<file path="src/rtl/id_ex_stage_if.sv">
// ID -> EX pipeline-register bus: ID-side fields in (*_i), registered EX copies
// and the hazard/stall feedback out (*_o).
interface id_ex_stage_if;
  logic        valid_i;
  logic [7:0]  ctrl_i;
  logic [31:0] rs1_data_i;
  logic [31:0] rs2_data_i;
  logic [31:0] imm_i;
  logic [4:0]  rs1_i;
  logic [4:0]  rs2_i;
  logic [4:0]  rd_i;
  logic [9:0]  funct_i;
  logic        flush_i;
  logic        hold_i;

  logic        valid_o;
  logic [7:0]  ctrl_o;
  logic [31:0] rs1_data_o;
  logic [31:0] rs2_data_o;
  logic [31:0] imm_o;
  logic [4:0]  rs1_o;
  logic [4:0]  rs2_o;
  logic [4:0]  rd_o;
  logic [9:0]  funct_o;
  logic        stall_o;
  logic [7:0]  bubble_cnt_o;

  modport master (
    output valid_i, ctrl_i, rs1_data_i, rs2_data_i, imm_i, rs1_i, rs2_i, rd_i,
           funct_i, flush_i, hold_i,
    input  valid_o, ctrl_o, rs1_data_o, rs2_data_o, imm_o, rs1_o, rs2_o, rd_o,
           funct_o, stall_o, bubble_cnt_o
  );

  modport slave (
    input  valid_i, ctrl_i, rs1_data_i, rs2_data_i, imm_i, rs1_i, rs2_i, rd_i,
           funct_i, flush_i, hold_i,
    output valid_o, ctrl_o, rs1_data_o, rs2_data_o, imm_o, rs1_o, rs2_o, rd_o,
           funct_o, stall_o, bubble_cnt_o
  );
endinterface

</file>
<file path="src/rtl/id_ex_stage.sv">
// ID/EX pipeline register with load-use hazard detection, bubble insertion,
// flush/hold control and a saturating bubble counter.
module id_ex_stage (
    input logic clk_i,
    input logic rst_i,
    id_ex_stage_if.slave bus
);

    // Handshake: valid_i qualifies every ID field in the cycle it is presented.
    // stall_o is the only back-pressure: while it is high the ID instruction is
    // not consumed and IF/ID must present it again; when low it is taken at the edge.

    logic        valid_q;
    logic [7:0]  ctrl_q;
    logic [31:0] rs1_data_q;
    logic [31:0] rs2_data_q;
    logic [31:0] imm_q;
    logic [4:0]  rs1_q;
    logic [4:0]  rs2_q;
    logic [4:0]  rd_q;
    logic [9:0]  funct_q;
    logic [7:0]  bubble_cnt_q;

    logic luh;
    logic rs1_hit;
    logic rs2_hit;
    logic rs2_used;

    always_comb begin
        rs1_hit  = (rd_q == bus.rs1_i);
        rs2_hit  = (rd_q == bus.rs2_i);
        // rs2 only matters for stores or register-register ALU ops
        rs2_used = bus.ctrl_i[2] | ~bus.ctrl_i[5];
        luh      = valid_q & ctrl_q[3] & (rd_q != 5'd0) & bus.valid_i &
                   (rs1_hit | (rs2_hit & rs2_used));
    end

    assign bus.stall_o = (luh | bus.hold_i) & ~bus.flush_i;

    always_ff @(posedge clk_i or negedge rst_i) begin
        if (!rst_i) begin
            valid_q      <= 1'b0;
            ctrl_q       <= 8'd0;
            rs1_data_q   <= 32'd0;
            rs2_data_q   <= 32'd0;
            imm_q        <= 32'd0;
            rs1_q        <= 5'd0;
            rs2_q        <= 5'd0;
            rd_q         <= 5'd0;
            funct_q      <= 10'd0;
            bubble_cnt_q <= 8'd0;
        end else if (bus.flush_i) begin
            valid_q <= 1'b0;
            ctrl_q  <= 8'd0;
        end else if (bus.hold_i) begin
            valid_q <= valid_q;
        end else if (luh) begin
            valid_q <= 1'b0;
            ctrl_q  <= 8'd0;
            if (bubble_cnt_q != 8'hFF) begin
                bubble_cnt_q <= bubble_cnt_q + 8'd1;
            end
        end else begin
            valid_q    <= bus.valid_i;
            // an invalid slot must never carry write/memory enables downstream
            ctrl_q     <= bus.valid_i ? bus.ctrl_i : 8'd0;
            rs1_data_q <= bus.rs1_data_i;
            rs2_data_q <= bus.rs2_data_i;
            imm_q      <= bus.imm_i;
            rs1_q      <= bus.rs1_i;
            rs2_q      <= bus.rs2_i;
            rd_q       <= bus.rd_i;
            funct_q    <= bus.funct_i;
        end
    end

    assign bus.valid_o      = valid_q;
    assign bus.ctrl_o       = ctrl_q;
    assign bus.rs1_data_o   = rs1_data_q;
    assign bus.rs2_data_o   = rs2_data_q;
    assign bus.imm_o        = imm_q;
    assign bus.rs1_o        = rs1_q;
    assign bus.rs2_o        = rs2_q;
    assign bus.rd_o         = rd_q;
    assign bus.funct_o      = funct_q;
    assign bus.bubble_cnt_o = bubble_cnt_q;

endmodule

</file>
<file path="src/flat_wrapper.sv">
// flat-port wrapper written by rule: the top's interface ports become plain ports
module id_ex_stage_flat 
  (clk_i, rst_i, bus_valid_i, bus_ctrl_i, bus_rs1_data_i, bus_rs2_data_i, bus_imm_i, bus_rs1_i, bus_rs2_i, bus_rd_i, bus_funct_i, bus_flush_i, bus_hold_i, bus_valid_o, bus_ctrl_o, bus_rs1_data_o, bus_rs2_data_o, bus_imm_o, bus_rs1_o, bus_rs2_o, bus_rd_o, bus_funct_o, bus_stall_o, bus_bubble_cnt_o);
  id_ex_stage_if bus_i ();
  input logic clk_i;
  input logic rst_i;
  input wire logic [$bits(bus_i.valid_i)-1:0] bus_valid_i;
  input wire logic [$bits(bus_i.ctrl_i)-1:0] bus_ctrl_i;
  input wire logic [$bits(bus_i.rs1_data_i)-1:0] bus_rs1_data_i;
  input wire logic [$bits(bus_i.rs2_data_i)-1:0] bus_rs2_data_i;
  input wire logic [$bits(bus_i.imm_i)-1:0] bus_imm_i;
  input wire logic [$bits(bus_i.rs1_i)-1:0] bus_rs1_i;
  input wire logic [$bits(bus_i.rs2_i)-1:0] bus_rs2_i;
  input wire logic [$bits(bus_i.rd_i)-1:0] bus_rd_i;
  input wire logic [$bits(bus_i.funct_i)-1:0] bus_funct_i;
  input wire logic [$bits(bus_i.flush_i)-1:0] bus_flush_i;
  input wire logic [$bits(bus_i.hold_i)-1:0] bus_hold_i;
  output wire logic [$bits(bus_i.valid_o)-1:0] bus_valid_o;
  output wire logic [$bits(bus_i.ctrl_o)-1:0] bus_ctrl_o;
  output wire logic [$bits(bus_i.rs1_data_o)-1:0] bus_rs1_data_o;
  output wire logic [$bits(bus_i.rs2_data_o)-1:0] bus_rs2_data_o;
  output wire logic [$bits(bus_i.imm_o)-1:0] bus_imm_o;
  output wire logic [$bits(bus_i.rs1_o)-1:0] bus_rs1_o;
  output wire logic [$bits(bus_i.rs2_o)-1:0] bus_rs2_o;
  output wire logic [$bits(bus_i.rd_o)-1:0] bus_rd_o;
  output wire logic [$bits(bus_i.funct_o)-1:0] bus_funct_o;
  output wire logic [$bits(bus_i.stall_o)-1:0] bus_stall_o;
  output wire logic [$bits(bus_i.bubble_cnt_o)-1:0] bus_bubble_cnt_o;
  assign bus_i.valid_i = bus_valid_i;
  assign bus_i.ctrl_i = bus_ctrl_i;
  assign bus_i.rs1_data_i = bus_rs1_data_i;
  assign bus_i.rs2_data_i = bus_rs2_data_i;
  assign bus_i.imm_i = bus_imm_i;
  assign bus_i.rs1_i = bus_rs1_i;
  assign bus_i.rs2_i = bus_rs2_i;
  assign bus_i.rd_i = bus_rd_i;
  assign bus_i.funct_i = bus_funct_i;
  assign bus_i.flush_i = bus_flush_i;
  assign bus_i.hold_i = bus_hold_i;
  assign bus_valid_o = bus_i.valid_o;
  assign bus_ctrl_o = bus_i.ctrl_o;
  assign bus_rs1_data_o = bus_i.rs1_data_o;
  assign bus_rs2_data_o = bus_i.rs2_data_o;
  assign bus_imm_o = bus_i.imm_o;
  assign bus_rs1_o = bus_i.rs1_o;
  assign bus_rs2_o = bus_i.rs2_o;
  assign bus_rd_o = bus_i.rd_o;
  assign bus_funct_o = bus_i.funct_o;
  assign bus_stall_o = bus_i.stall_o;
  assign bus_bubble_cnt_o = bus_i.bubble_cnt_o;
  id_ex_stage u_core (.clk_i(clk_i), .rst_i(rst_i), .bus(bus_i));
endmodule
</file>
<file path="config.mk">
export PLATFORM = sky130hd
export DESIGN_NAME = id_ex_stage_flat
export DESIGN_NICKNAME = d
export VERILOG_FILES = /design/src/rtl/id_ex_stage_if.sv /design/src/rtl/id_ex_stage.sv /design/src/flat_wrapper.sv
export SDC_FILE = /design/constraint.sdc
export NUM_CORES = 1
export LEC_CHECK = 0
export CAP_MARGIN = 15
export CELL_PAD_IN_SITES_DETAIL_PLACEMENT = 1
export CELL_PAD_IN_SITES_GLOBAL_PLACEMENT = 1
export CORE_ASPECT_RATIO = 1.5
export CORE_MARGIN = 4
export CORE_UTILIZATION = 35
export DETAILED_ROUTE_END_ITERATION = 10
export PLACE_DENSITY = 0.86
export SLEW_MARGIN = 20
export SYNTH_ARGS = -nofsm -noshare
export SYNTH_HDL_FRONTEND = slang
export SYNTH_SLANG_ARGS = --single-unit
</file>
<file path="constraint.sdc">
create_clock -name clk_i -period 4.2 [get_ports clk_i]
set_input_delay 0.42 -clock clk_i [delete_from_list [all_inputs] [get_ports clk_i]]
set_output_delay 0.42 -clock clk_i [all_outputs]
set_load 0.05 [all_outputs]
</file>
# Word-level counts from Yosys, hierarchy flattened
# Index checks and enable logic that the tools add are counted.
# word_totals
regBits	138
input_bits	134
out_inout_bits	139
elab_cells	38
# classes
addsub	1
n_eq_ne	4
muxes	7
bitwise	13
reduce_logical	3
# op_table
cell	count
8-bit 2-to-1 mux	4
5-bit equality test	2
8-bit by 1-bit adder with 8-bit output, second input constant	1
8-bit inequality test, second input constant	1
1-bit AND	6
5-bit nonzero test	1
1-bit NOT	4
4-bit AND reduction	1
1-bit 2-to-1 mux	3
1-bit OR	3
3-bit AND reduction	1
2-bit inequality test, second input constant	1

# Logic depth before layout (Yosys ltp)
# depth
word_depth	8
depth_mapped	7
depth_no_buf	5

# Worst setup path after synthesis
# Ideal clock, no wire load.
# synth_timing
path_type	register to output
startpoint	register u_core.rd_q[3] (netlist: u_core.bus.rd_o[3])
endpoint	output port bus_stall_o
arrival_ns	2.039
required_ns	3.780
path_slack_ns	1.741
stages_incl_launch_ff	6
n_path_buf	0
cell_sequence	dfrtp_1 > xnor2_1 > nand4_1 > o22ai_4 > a21oi_1 > nor2_1
# synth_via
elab_chain_len	6
word_cells_on_any_way	10
cone_classes	eq/ne: 2; bitwise: 7; reduce/logical: 1
# synth_lines
element	line_no	text
start, declared	id_ex_stage.sv:20	logic [4:0] rd_q;
start signal, assigned	id_ex_stage.sv:72	rd_q <= bus.rd_i;
5-bit equality test / 5-bit nonzero test (equally long branches)	id_ex_stage.sv:31, id_ex_stage.sv:34	
1-bit AND (on tied branches)	id_ex_stage.sv:35, id_ex_stage.sv:34	
1-bit OR / 1-bit AND (equally long branches)	id_ex_stage.sv:35, id_ex_stage.sv:34	
1-bit AND *	id_ex_stage.sv:34	luh = valid_q & ctrl_q[3] & (rd_q != 5'd0) & bus.valid_i &
1-bit OR *	id_ex_stage.sv:38	assign bus.stall_o = (luh | bus.hold_i) & ~bus.flush_i;
1-bit AND *	id_ex_stage.sv:38	
end, declared	flat_wrapper.sv:27	output wire logic [$bits(bus_i.stall_o)-1:0] bus_stall_o;
# Mark *: on every way between the ends. The rest lies on a longest branch, timed or not.

# Final worst setup path
# layout_timing
startpoint	input port bus_valid_i
endpoint	output port bus_stall_o
# layout_via
elab_chain_len	4
# layout_lines
element	line_no	text
start, declared	flat_wrapper.sv:7	input wire logic [$bits(bus_i.valid_i)-1:0] bus_valid_i;
1-bit AND (2 in a row)	id_ex_stage.sv:34	
1-bit OR	id_ex_stage.sv:38	
1-bit AND	id_ex_stage.sv:38	
# Every way passes these cells.

==> flow_summary.toml <==
[finish]
seqCellArea_um2 = 3450
area_delta_synth_final_pct = 61.2
antenna_cells = 0
final_common_cell = "clkdlybuf4s50_1"
layout-drive-gt1-share = 0.254
layout_common_cells = "clkdlybuf4s50_1, dfrtp_1, mux2_4"
multi_input_area_um2 = 2150
final_area_um2 = 9260
nets = 747
fillers = 1558

[cts]
clockRootBuffer = "clkbuf_16"
htreeDepth = 4
hold_buffers = 0
cts_buffers = 17
cts_tree = "done"
clock-sinks = 138
clock_latency_ns = 0.41
clockBufferDepth = 2
clk_pin_slew_ns = 0.06
postCtsSetupBuffers = 0
post_cts_resized = 0

[floorplanning]
start_util = 0.355
num_io_pins = 273
core_area_um2 = 16200
fp-row-count = 57
die_y_um = 165
die_w_um = 113
die-area_um2 = 18600

[setup_path]
worstReg2RegStart = "u_core.bus.rd_o[0]"
reg2reg_slack_ns = 2.02
crit_path_max_fanout = 10
setup.worst_path.start_class = "primary input"
crit_type = "in2out"
r2r-end = "u_core.bus.funct_o[6]"
cp_data_required_time_ns = 3.78
worst_ep_arrival_time_ns = 2.75
reg2regPathDepth = 6
critPathCaptureType = "primary output"

[outcome]
status = "completed"

[sta]
period_share = 0.754
finalHoldViolations = 0
rsz0062_at_grt = "no"
whs_ns = 0.0530
fin_skew_ns = 0.00737
slew_violations = 0
slew_headroom = 0.483
max_slew.worst_pin.slew_ns = 0.775
setup_tns_ns = 0
setup-violations-final = 0
timing.final.crit_period_ns = 3.17
max_clock_freq_mhz = 316

[grt]
antenna_found_initial = 0
grt_pass1_wl_mm = 27.1
grt_pass1_vias = 4658
grt_use_met1 = 0.203
use_met3 = 0.0609
grt_usage = 0.190
grt_max_degree = 85
use_met2 = 0.344
gr-max-usage-layer = "met2"
overflow = 0

[place]
placed_area_um2 = 8650
gp_congestion = 0.752
dpl.hpwl_mm = 13.1
io_buffer_count = 272

[synthesis]
ys.warnings.count = 0
synth_compound_gate_area_share = 0.0235
yosys-top-cells-area = "dfrtp_1, mux2_4, mux2_2"
synth_cells = 333
synth-main-ff-cell = "dfrtp_1"
synth-edff-count = 0
yosysTopAreaCellShare = 0.601
synth_nets = 468
synth_top_family_by_area = "multiplexers"
synth_fa_ha_area_frac = 0.00218
synthArstFlopShare = 1.00
synth-simple-area-share = 0.0233
yosysUniqueCellTypes = 24
synth_top_area_cell = "dfrtp_1"
synth.cell_area_um2 = 5750
synthMuxAreaShare = 0.298
synth-seq-area-share = 0.601
postSynthAreaPerCell_um2 = 17.3
yosys_register_bits = 138
synth-xor-area-share = 0.0259

[min_path]
hold_class = "in2async"

[power_and_ir_drop]
total_power_mw = 4.70
leakage_nw = 3.96
vdd_ir_drop_max_mv = 0.285
p_per_area_nw_per_um2 = 507

[route]
post-route-drc-count = 0
num_vias = 3922
wl_mm = 17.5
wl_per_cell_um = 21.1
drt_iter0_drc = 155
antenna_left = 0
first_pass_iters = 4
viasPerCell = 4.72

[run]
drv_cap = 0
==> synthesized netlist by cell type (2+ instances only) <==
| cell | instances |
|---|---|
| nand2_1 | 3 |
| and4_1 | 3 |
| xnor2_1 | 17 |
| nand3_1 | 6 |
| nand4_1 | 4 |
| buf_2 | 4 |
| mux2_2 | 31 |
| mux2_4 | 91 |
| buf_6 | 10 |
| dfrtp_1 | 138 |
| nor2_1 | 3 |
| a21oi_1 | 2 |
| and3_1 | 3 |
| a32o_1 | 8 |
==> stage by stage <==
stage | cells | utilization | worst slack (ns)
final | 831 | 0.572 | 1.03
after global routing | 831 | 0.572 | 0.899
after CTS | 831 | 0.572 | 0.990
after detailed placement | 799 | 0.534 | 1.05
after global placement | 799 | 0.534 | 1.09
after floorplan | 333 | - | 1.74
==> worst max-delay path, cell delays in order <==
cell and delay (ns):
clkdlybuf4s50_1 0.69, nand3_1 0.13, a21oi_1 0.37, a21oi_1 0.13
nor2_1 0.17, clkdlybuf4s50_1 0.83
==> worst max-delay path by stage <==
| stage | startpoint | to | slack (ns) |
|---|---|---|---|
| 2_1_floorplan | u_core.bus.rd_o[3] | bus_stall_o | 1.74 |
| 3_3_place_gp | bus_rs2_i[4] | bus_stall_o | 1.09 |
| 3_5_place_dp | bus_rs2_i[2] | bus_stall_o | 1.05 |
| 4_1_cts | u_core.bus.rd_o[0] | bus_stall_o | 0.99 |
| 5_1_grt | u_core.bus.rd_o[0] | bus_stall_o | 0.90 |
| 6_report | bus_valid_i | bus_stall_o | 1.03 |
==> where the power goes <==
part,internal (mW),leakage [nW],switching [mW]
clock,0.983,0.296,0.561
combinational,0.639,2.01,0.893
sequential,1.51,1.65,0.116
total,3.13,3.96,1.57
==> layer usage <==
layer,routed length [µm],vias up
met5,0,-
met4,451,0
met3,1270,30
met2,9590,170
met1,6190,1974
li1,-,1748
==> logic make-up after synthesis <==
logic type	after synthesis
flops	138
mux	122
simple gates	24
xor+xnor	17
buf+inv	17
compound gates	14
fa+ha+maj	1
==> layout make-up <==
cell class	instances	area share
clock buffer	22	0.0512
inverter	1	0.000405
timing repair buffer	276	0.300
multi-input combinational	178	0.232
sequential	138	0.373
clock inverter	10	0.0153
tap	206	0.0278
==> flip-flops by register name, summed over array words and instances, names as in the netlist, 5 cells and up <==
name                     cells
u_core.bus.bubble_cnt_o      8
u_core.bus.ctrl_o            8
u_core.bus.rs1_data_o       32
u_core.bus.rd_o              5
u_core.bus.imm_o            32
u_core.bus.rs2_o             5
u_core.bus.rs2_data_o       32
u_core.bus.rs1_o             5
u_core.bus.funct_o          10
Note: power is estimated with default switching activity, not from simulation.
